--- src/rtl/vedic_mac_accumulator.sv ---
// rtl/vedic_mac_accumulator.sv - product stream to wide accumulator with sticky overflow
module vedic_mac_accumulator #(
    parameter int PROD_W = 64,
    parameter int ACC_W  = 72,
    parameter int LEN_W  = 16
) (
    input  logic              clk,
    input  logic              rst,
    input  logic              start,
    input  logic [LEN_W-1:0]  len,
    input  logic              in_valid,
    output logic              in_ready,
    input  logic [PROD_W-1:0] in_prod,
    output logic              out_valid,
    input  logic              out_ready,
    output logic [ACC_W-1:0]  out_acc,
    output logic              out_ovf,
    output logic              busy
);

    typedef enum logic [1:0] {
        IDLE  = 2'd0,
        ACCUM = 2'd1,
        DONE  = 2'd2
    } state_t;

    state_t             state;
    state_t             state_nxt;
    logic [LEN_W-1:0]   remain;
    logic [PROD_W-1:0]  p_reg;
    logic               p_vld;
    logic [ACC_W-1:0]   acc;
    logic               ovf;
    logic [ACC_W:0]     sum;
    logic               in_fire;
    logic               final_add;

    // in_ready comes from registers only so upstream sees no in_valid loop
    assign in_ready  = (state == ACCUM) && (remain != '0);
    assign in_fire   = in_valid && in_ready;
    assign final_add = (state == ACCUM) && p_vld && (remain == '0);
    assign sum       = {1'b0, acc} + (ACC_W + 1)'(p_reg);

    assign out_valid = (state == DONE);
    assign out_acc   = acc;
    assign out_ovf   = ovf;
    assign busy      = (state != IDLE);

    always_comb begin
        state_nxt = state;
        case (state)
            IDLE: begin
                if (start) begin
                    state_nxt = (len == '0) ? DONE : ACCUM;
                end
            end
            ACCUM: begin
                if (final_add) begin
                    state_nxt = DONE;
                end
            end
            DONE: begin
                if (out_ready) begin
                    state_nxt = IDLE;
                end
            end
            default: state_nxt = IDLE;
        endcase
    end

    always_ff @(posedge clk) begin
        if (rst) begin
            state  <= IDLE;
            remain <= '0;
            p_reg  <= '0;
            p_vld  <= 1'b0;
            acc    <= '0;
            ovf    <= 1'b0;
        end else begin
            state <= state_nxt;
            p_vld <= in_fire;
            if (in_fire) begin
                p_reg  <= in_prod;
                remain <= remain - LEN_W'(1);
            end
            // p_vld can only be set while accumulating, so the two branches never collide
            if ((state == IDLE) && start) begin
                acc    <= '0;
                ovf    <= 1'b0;
                remain <= len;
            end else if (p_vld) begin
                acc <= sum[ACC_W-1:0];
                ovf <= ovf | sum[ACC_W];
            end
        end
    end

endmodule

--- config.mk ---
export PLATFORM = sky130hd
export DESIGN_NAME = vedic_mac_accumulator
export DESIGN_NICKNAME = d
export VERILOG_FILES = /design/src/rtl/vedic_mac_accumulator.sv
export SDC_FILE = /design/constraint.sdc
export NUM_CORES = 1
export LEC_CHECK = 0
export CAP_MARGIN = 20
export CORE_MARGIN = 2
export CORE_UTILIZATION = 59
export DETAILED_ROUTE_END_ITERATION = 6
export PLACE_DENSITY = 0.87
export SLEW_MARGIN = 20
export SYNTH_ARGS = -nofsm -noshare
export SYNTH_HDL_FRONTEND = slang
export SYNTH_SLANG_ARGS = --single-unit
--- constraint.sdc ---
create_clock -name clk -period 9.8 [get_ports clk]
set_clock_uncertainty 0.1 [all_clocks]
set_input_delay 1.96 -clock clk [delete_from_list [all_inputs] [get_ports clk]]
set_output_delay 1.96 -clock clk [all_outputs]
set_load 0.05 [all_outputs]
**After elaboration in Yosys (flattened, before gate mapping)**

Index checks and enable logic that the tools add are counted.

- Input bits: 85
- Flip-flop bits (word level): 156

- Eq/ne operators: 5
- Muxes and demuxes: 7
- Bitwise operators: 1
- Add/subtract/negate cells: 2
- Reduce and logical (&&, ||, !) cells: 13

Operators with widths:

| operator | count |
|---|---|
| adder 72 x 64 -> 73 bit | 1 |
| zero test 16 bit | 2 |
| two-way mux 16 bit | 2 |
| nonzero test 16 bit | 1 |
| subtractor 16 x 1 -> 16 bit, second input constant | 1 |
| two-way mux 2 bit | 4 |
| case mux 2 bit (3 select lines) | 1 |
| logical AND 1 bit | 5 |
| != test 2 bit, second input constant | 2 |
| nonzero test 2 bit | 2 |
| AND reduction 3 bit | 1 |
| == test 2 x 1 -> 1 bit, second input constant | 1 |
| == test 2 bit, second input constant | 1 |
| zero test 2 bit | 1 |
| != test 2 x 1 -> 1 bit, second input constant | 1 |
| OR reduction 2 bit | 1 |
| OR 1 bit | 1 |

**Depth between registers and ports, before layout**

Gate-level depths: netlist of run 1.

- Word-level depth: 5
- Gate-level depth with buffers: 12
- Gate-level depth less buffers: 12

**Worst setup path after synthesis of run 1**

No wires, ideal clock.

- Kind: register -> output
- Start point: reg remain[7]
- End point: out in_ready
- Arrival: 1.893 ns
- Slack: 5.847 ns
- Stages on the path, launching flop included: 6
- Path buffers: 0
- Cell sequence: dfxtp_1 -> nor3_2 -> nand2b_1 -> or3_1 -> or3_1 -> o31a_1

- Cells in the longest elaborated chain, start to end: 2

Ends and longest elaborated chain:

| item | RTL line | RTL |
|---|---|---|
| from (decl) | 29 | `logic [LEN_W-1:0] remain;` |
| from (signal assigned) | 84 | `remain <= remain - LEN_W'(1);` |
| from (signal assigned) | 90 | `remain <= len;` |
| nonzero test 16 bit | 39 | `assign in_ready = (state == ACCUM) && (remain != '0);` |
| logical AND 1 bit | 39 |  |
| to (decl) | 12 | `output logic in_ready,` |

Every way passes these cells.

**Worst setup path after layout of run 1**

Same ends and word-level chain as after synthesis.

==> results of run 1 <==
==> cell type report <==
| class | instances | area share [%] |
|---|---|---|
| clock buffer | 22 | 4.01 |
| clock inverter | 10 | 1.16 |
| inverter | 20 | 0.634 |
| multi-input combinational | 978 | 51.6 |
| sequential | 156 | 26.4 |
| tap | 216 | 2.28 |
| timing repair buffer | 166 | 13.9 |
==> through the flow <==
stage                     cells  cell area, um2
after floorplan            1225            9630
after global placement     1536           11200
after detailed placement   1536           11200
after CTS                  1568           11800
after global routing       1568           11800
final                      1568           11800
==> power by group <==
group / switching (uW) / internal (uW) / leakage, uW
clock network: 261 / 420 / 0.000293
logic: 172 / 110 / 0.00307
registers: 22.9 / 664 / 0.00126
==> cells by family (layout without fill, tap and decap cells) <==
group / count (synthesis) / in the layout / synth area share, %
xor+xnor: 55 / 55 / 5.00
simple gates: 458 / 458 / 21.2
mux: 46 / 46 / 4.81
fa+ha+maj: 66 / 66 / 8.65
buf+inv: 91 / 218 / 4.20
flops: 156 / 156 / 32.4
compound gates: 353 / 353 / 23.8
==> critical path: stages, from the launching register on <==
cell             delay [ns]
dfxtp_1                0.36
nor3_2                 0.25
nand2b_1               0.16
or3_1                  0.39
or3_1                  0.37
o31a_1                 0.36
clkdlybuf4s50_1        0.72
==> cells in the mapped netlist (all sizes together) (8+ instances only) <==
master and instances:
or3 9, a211oi 15, a21o 39, nor2b 10
and3 9, mux2i 44, nand4 21, or4 9
xor2 24, ha 65, clkbuf 42, o21ai 42
xnor2 31, nand3 27, inv 20, o211ai 15
a31oi 10, o21bai 12, nand2b 8, nor3 23
dfxtp 156, nor2 114, buf 29, a21oi 154
a221oi 9, nand2 206
==> final timing paths <==
| path | endpoint | slack (ns) |
|---|---|---|
| worst max register to register | out_acc[71]$_SDFFE_PP0P_ | 5.97 |
| worst max-delay path | in_ready | 4.69 |
| worst min register to register | p_reg[36]$_SDFFE_PP0P_ | 0.36 |
| worst min-delay path | p_reg[36]$_SDFFE_PP0P_ | 0.36 |
==> metal layers <==
layer  wire length [um]  share of wire [%]  vias to the layer above
met5                  0                  0                        -
met4                546                2.1                        0
met3               1770                6.7                       55
met2              12800                 49                      410
met1              11300                 43                     4550
li1                   -                  -                     4633
==> impl_metrics.yaml, run 1 <==
clock_tree:
  root_buffer: "clkbuf_16"
  cts_buffer_depth: 2
  cts_setup_buffers: 0
  cts.sinks: 156
  cts_hold_buf: 0
  cts_tree: "done"
  clk_pin_slew_ns: 0.06
  postCtsResizedCells: 0
  h-tree-depth: 4
  clk_latency_ns: 0.43
  cts_buffers: 17
die:
  core.rowCount: 46
  fp.dieH_um: 132
  io_pins: 161
  die_w_um: 132
  start_util_pct: 60.4
  core_area_mm2: 0.0159
  die_area_mm2: 0.0174
critical_path:
  startpoint: "remain[7]$_SDFFE_PP0P_"
  crit_path_start_kind: "flip-flop"
  reg2regPathDepth: 11
  cp-end-kind: "output port"
  worstSetupPathType: "flip-flop to output port"
  critPathMaxFanout: 6
  worstPathArrival_ns: 3.05
  r2r-start: "out_acc[6]$_SDFFE_PP0P_"
  crit_required_ns: 7.74
grt:
  track_usage_pct: 29.7
  grt_remaining_overflow: 0
  antenna_found_initial: 0
  grt_pass1_vias: 9019
  use_met2_pct: 50.4
  grt_first_pass_wirelength_um: 43200
  gr-usage-met1_pct: 38.8
  grt_max_degree: 86
  grt_use_met3_pct: 5.27
  top_usage_layer: "met2"
synthesis:
  synth_cell_types: 77
  yosysSeqAreaShare_pct: 32.4
  synth_area_per_cell_um2: 7.86
  synth_area_leaders: "dfxtp_1, ha_1, nand2_1, a21oi_1, mux2i_1"
  syn_inst: 1225
  synth_top_cell_by_area: "dfxtp_1"
  synth_edf_count: 0
  syn-num-nets: 1376
  synth-seq-cells: 156
  syn-cell-area_mm2: 0.00963
  yosys_most_used_dff: "dfxtp_1"
  synth_top_area_share_pct: 32.4
  async_reset_ff_share_pct: 0
  synth_warnings: 0
drt:
  first_pass_iters: 5
  drcViolationCount: 0
  drt_iter0_markers: 773
  wl_per_cell_um: 16.8
  viasPerCell: 6.15
  routed_wl_um: 26400
  final_antenna_net_count: 0
  vias: 9648
placement:
  gp_congestion: 0.917
  dp_hpwl_um: 18400
  place_ws_ns: 5.16
  port_buffers: 160
final_layout:
  ff_latch_area_mm2: 0.00313
  utilization_pct: 74.2
  largest_reg_flops: 72
  fillers: 1248
  drive_gt1_share_pct: 5.03
  final_cell_mix: "nand2_1, clkdlybuf4s50_1, dfxtp_1, a21oi_1, nor2_1"
  syn2layout_area_growth_pct: 22.9
  fin_nets: 1490
  final_common_cell: "nand2_1"
  multi_input_area_mm2: 0.00611
  antennaDiodeCount: 0
timing:
  relSlewSlack_pct: 37.5
  hold_ws_ns: 0.360
  hold_violations: 0
  layout_setup_ws_ns: 4.69
  period_share_pct: 52.1
  rsz0062_at_grt: "false"
  slew_violations: 0
  fmax_mhz: 196
  setup_viol: 0
  worst_pin_slew_ns: 0.937
  finalCriticalPeriod_ns: 5.11
  fin_setup_tns_ns: 0
outcome:
  status: "finished, final reports clean"
power:
  p_leak_uw: 0.00463
  irDropWorstVdd_uv: 123
  p_total_uw: 1650
  power_per_cell_area_mw_per_mm2: 139
run:
  cap_violations: 0
min_path:
  hold_class: "flip-flop to flip-flop"
  whs_path_depth: 2
  hp-start: "p_reg[36]$_SDFFE_PP0P_"
Power figures use the tool's default switching activity.
==> run 2, diff against run 1 <==
CORE_UTILIZATION = 49   (was 59)
PLACE_DENSITY = 0.77   (was 0.87)
clock period = 4.65 ns   (was 9.8 ns; I/O delays follow)
==> run 2 against run 1 <==
Compared with the run above: the flow now finishes with violations (design-rule violations); sequential share of layout area shrank 0.14 points; worst hold slack improved by 0.0015 ns; critical path depth did not move; sequential cell count unchanged; core utilization fell by 13 points; largest cell class unchanged; highest routed layer unchanged.
==> impl_metrics.yaml, run 2 (synthesis results as in run 1) <==
min_path:
  whs_path_depth: 2
  hold_class: "flip-flop to flip-flop"
  hold-path-endpoint: "p_reg[5]$_SDFFE_PP0P_"
  hp-start: "p_reg[5]$_SDFFE_PP0P_"
timing:
  rsz0062_at_grt: "false"
  finalCriticalPeriod_ns: 4.04
  hold_ws_ns: 0.361
  slew_violations: 0
  worst_pin_slew_ns: 0.974
  hold_violations: 0
  setup_viol: 0
  layout_setup_ws_ns: 0.609
  period_share_pct: 86.9
  relSlewSlack_pct: 35.0
  fmax_mhz: 247
  fin_setup_tns_ns: 0
grt:
  track_usage_pct: 25.6
  grt_max_degree: 85
  grt_remaining_overflow: 0
  grt_first_pass_wirelength_um: 42700
  grt_pass1_vias: 8823
  antenna_found_initial: 0
drt:
  routed_wl_um: 26500
  vias: 9349
  viasPerCell: 5.77
  first_pass_iters: 7
  drcViolationCount: 1
  final_antenna_net_count: 0
  drt_iter0_markers: 623
  wl_per_cell_um: 16.3
final_layout:
  drive_gt1_share_pct: 5.31
  syn2layout_area_growth_pct: 23.6
  largest_reg_flops: 72
  fin_nets: 1493
  antennaDiodeCount: 0
  final_common_cell: "nand2_1"
  fillers: 1783
  final_cell_mix: "nand2_1, clkdlybuf4s50_1, dfxtp_1, a21oi_1, nor2_1"
  utilization_pct: 61.3
outcome:
  violations: "design-rule violations"
  status: "complete, but fails checks"
die:
  start_util_pct: 49.6
  die_w_um: 144
  core.rowCount: 51
  die_area_mm2: 0.0208
  io_pins: 161
  fp.dieH_um: 144
  core_area_mm2: 0.0194
placement:
  port_buffers: 160
  dp_hpwl_um: 18900
  gp_congestion: 0.916
  place_ws_ns: 1.07
critical_path:
  cpPeakStageDelay_ns: 0.72
  r2r-start: "out_acc[15]$_SDFFE_PP0P_"
  crit_required_ns: 3.62
  cp-end-kind: "output port"
  crit_path_start_kind: "flip-flop"
  slowest_stage: "clkdlybuf4s50_1"
  critPathMaxFanout: 6
  reg2regPathDepth: 11
  rrSetupSlack_ns: 1.01
  crit_top_cell: "or3_1"
  worstSetupPathType: "flip-flop to output port"
  path_cells: "nor3_2, nand2b_1, or3_1, or3_1, o31a_1, clkdlybuf4s50_1"
  worstPathArrival_ns: 3.01
  reg2reg_to: "out_ovf$_SDFFE_PP0P_"
clock_tree:
  cts_hold_buf: 0
  cts_setup_buffers: 0
  postCtsResizedCells: 0
  h-tree-depth: 4
  clk_latency_ns: 0.43
  root_buffer: "clkbuf_16"
  cts_buffer_depth: 2
  clk_pin_slew_ns: 0.07
  cts.sinks: 156
  cts_buffers: 17
  cts_tree: "done"
power:
  irDropWorstVdd_uv: 244
  p_leak_uw: 0.00462
  power_per_cell_area_mw_per_mm2: 291
run:
  cap_violations: 0
## run 2: cell types whose count changed in the layout (fill, tap and decap cells not counted), sizes merged
cell      previous run  this run
buf                  7        10
bufinv               3         2
clkbuf              22        19
clkinvlp             3         6
inv                 21        22
## run 2: power breakdown
part	switching, uW	internal, uW
clock	594	821
combinational	351	235
sequential	57.7	1400
total	1000	2450
## run 2: stage by stage
step	instance area, um2	cells	total power (uW)
CTS	11900	1620	3470
global placement	11300	1588	2050
finish	11900	1620	3460
detailed placement	11300	1588	2070
global route	11900	1620	3610
floorplan	9630	1225	1880
## run 2: worst max-delay path by stage
stage / cells past startpoint / startpoint / to / slack, ns
2_1_floorplan: 12 / out_acc[0]$_SDFFE_PP0P_ / out_acc[66]$_SDFFE_PP0P_ / 1.15
6_report: 6 / remain[7]$_SDFFE_PP0P_ / in_ready / 0.61
4_1_cts: 6 / remain[7]$_SDFFE_PP0P_ / in_ready / 0.61
3_5_place_dp: 12 / out_acc[0]$_SDFFE_PP0P_ / out_acc[68]$_SDFFE_PP0P_ / 1.07
3_3_place_gp: 6 / remain[7]$_SDFFE_PP0P_ / in_ready / 1.10
5_1_grt: 6 / remain[7]$_SDFFE_PP0P_ / in_ready / 0.45
## run 2: per-layer routing
layer	GRT usage (%)	vias to the layer above	wire length [um]
met2	42.6	313	12300
li1	-	4627	-
met3	5.66	38	1770
met4	8.12	0	492
met1	33.1	4371	11900
met5	0	-	0
## run 2: cell type report
class | count | area [um2] | share of cell area [%]
multi-input cells | 978 | 6110 | 51.3
clock buffers | 19 | 453 | 3.81
repair buffers | 169 | 1660 | 14.0
clock inverters | 13 | 141 | 1.19
well taps | 265 | 332 | 2.79
flip-flops and latches | 156 | 3130 | 26.3
inverters | 20 | 75.1 | 0.631
## run 2: critical path, delay by kind of cell (launching register included)
| family | cells | cell delay (ns) |
|---|---|---|
| DFF | 1 | 0.36 |
| buffers and inverters | 1 | 0.72 |
| AOI/OAI and AO/OA | 1 | 0.35 |
| and+or+nand+nor | 4 | 1.16 |
==> run 3, diff against run 2 <==
SLEW_MARGIN = 40   (was 20)
==> run 3 against run 2 <==
Compared with the run above: the flow now finishes without violations; via count about the same; sequential share of layout area decreased by 0.11 points; sequential power is essentially flat; critical path depth unchanged; register-to-register slack is essentially flat; core utilization up 0.26 points; clock-buffer cell count rose by 2.
==> impl_metrics.yaml, run 3 (synthesis results as in run 1) <==
final_layout:
  largest_reg_flops: 72
  final_cell_mix: "nand2_1, clkdlybuf4s50_1, dfxtp_1, a21oi_1, nor2_1"
  antennaDiodeCount: 0
  design_area_mm2: 0.0120
  drive_gt1_share_pct: 5.09
  final_common_cell: "nand2_1"
  syn2layout_area_growth_pct: 24.1
  fillers: 1788
  fin_nets: 1493
clock_tree:
  cts_tree: "done"
  cts_buffers: 17
  cts_hold_buf: 0
  root_buffer: "clkbuf_16"
  h-tree-depth: 4
  cts_setup_buffers: 0
  clk_latency_ns: 0.43
  postCtsResizedCells: 0
  cts_buffer_depth: 2
  clk_pin_slew_ns: 0.06
  cts.sinks: 156
timing:
  period_share_pct: 86.8
  hold_violations: 0
  fin_setup_tns_ns: 0
  setup_viol: 0
  relSlewSlack_pct: 49.1
  rsz0062_at_grt: "false"
  layout_setup_ws_ns: 0.613
  fmax_mhz: 248
  finalCriticalPeriod_ns: 4.04
  slew_violations: 0
  worst_pin_slew_ns: 0.763
critical_path:
  crit_path_start_kind: "flip-flop"
  reg2reg_to: "out_acc[68]$_SDFFE_PP0P_"
  r2r-start: "out_acc[0]$_SDFFE_PP0P_"
  crit_required_ns: 3.62
  cp-end-kind: "output port"
  crit_end: "in_ready"
  worstPathArrival_ns: 3.01
  startpoint: "remain[7]$_SDFFE_PP0P_"
  critPathMaxFanout: 6
  slowest_stage: "clkdlybuf4s50_1"
  reg2regPathDepth: 12
  worstSetupPathType: "flip-flop to output port"
  rrSetupSlack_ns: 1.01
  crit_top_cell: "or3_1"
  cpPeakStageDelay_ns: 0.72
  path_cells: "nor3_2, nand2b_1, or3_1, or3_1, o31a_1, clkdlybuf4s50_1"
power:
  power_per_cell_area_mw_per_mm2: 300
  p_leak_uw: 0.00466
  irDropWorstVdd_uv: 279
placement:
  port_buffers: 160
  gp_congestion: 0.916
  place_area_mm2: 0.0113
  dp_hpwl_um: 18900
  place_ws_ns: 1.07
drt:
  drt_iter0_markers: 619
  routed_wl_um: 26500
  drcViolationCount: 0
  vias: 9348
  final_antenna_net_count: 0
  first_pass_iters: 7
  viasPerCell: 5.77
  wl_per_cell_um: 16.4
run:
  cap_violations: 0
outcome:
  status: "finished, final reports clean"
grt:
  grt_remaining_overflow: 0
  grt_first_pass_wirelength_um: 43100
  grt_pass1_vias: 8894
  track_usage_pct: 25.8
  grt_max_degree: 85
  antenna_found_initial: 0
min_path:
  hp-start: "p_reg[35]$_SDFFE_PP0P_"
  hold_class: "flip-flop to flip-flop"
  whs_path_depth: 2
die:
  die_w_um: 144
  start_util_pct: 49.6
  die_area_mm2: 0.0208
  io_pins: 161
  core_area_mm2: 0.0194
  fp.dieH_um: 144
  core.rowCount: 51
==> run 3: worst max-delay path, delay by kind of cell, from the launching register on <==
| kind | cells | cell delay [ns] |
|---|---|---|
| buffers and inverters | 1 | 0.72 |
| AND/OR/NAND/NOR | 4 | 1.15 |
| AO/OA/AOI/OAI | 1 | 0.36 |
| flip-flops | 1 | 0.35 |
==> run 3: how the worst min path moves through the flow <==
stage	end	slack [ns]
3_5_place_dp	p_reg[6]$_SDFFE_PP0P_	0.35
3_3_place_gp	p_reg[35]$_SDFFE_PP0P_	0.35
4_1_cts	p_reg[6]$_SDFFE_PP0P_	0.36
5_1_grt	p_reg[32]$_SDFFE_PP0P_	0.39
6_report	p_reg[35]$_SDFFE_PP0P_	0.36
2_1_floorplan	remain[10]$_SDFFE_PP0P_	0.34
==> run 3: through the flow <==
stage	hold slack, ns	utilization, %	instances	total power, uW
6_report	0.361	61.6	1620	3580
5_1_grt	0.386	61.6	1620	3740
4_1_cts	0.362	61.6	1620	3600
3_5_place_dp	0.353	58.3	1588	2070
3_3_place_gp	0.347	58.3	1588	2050
2_1_floorplan	0.339	-	1225	1880
==> run 3: metal layers <==
layer  global-route usage [%]  part of all wire [%]  wire length [um]
met5                        0                     0                 0
met2                     42.3                    46             12200
met1                     33.5                    45             11900
met4                     9.71                   2.4               644
met3                     5.40                   6.6              1760
==> run 3: power breakdown <==
group	switching (uW)	internal [uW]
Combinational	351	236
Clock	572	968
Sequential	57.2	1400
Total	980	2600
==> run 3: cell type report <==
type	instances	area [um2]	share of cell area, %
clock buffers	21	450	3.77
well taps	265	332	2.77
flip-flops and latches	156	3130	26.2
clock inverters	11	190	1.59
multi-input cells	978	6110	51.1
repair buffers	169	1670	14.0
inverters	20	75.1	0.628
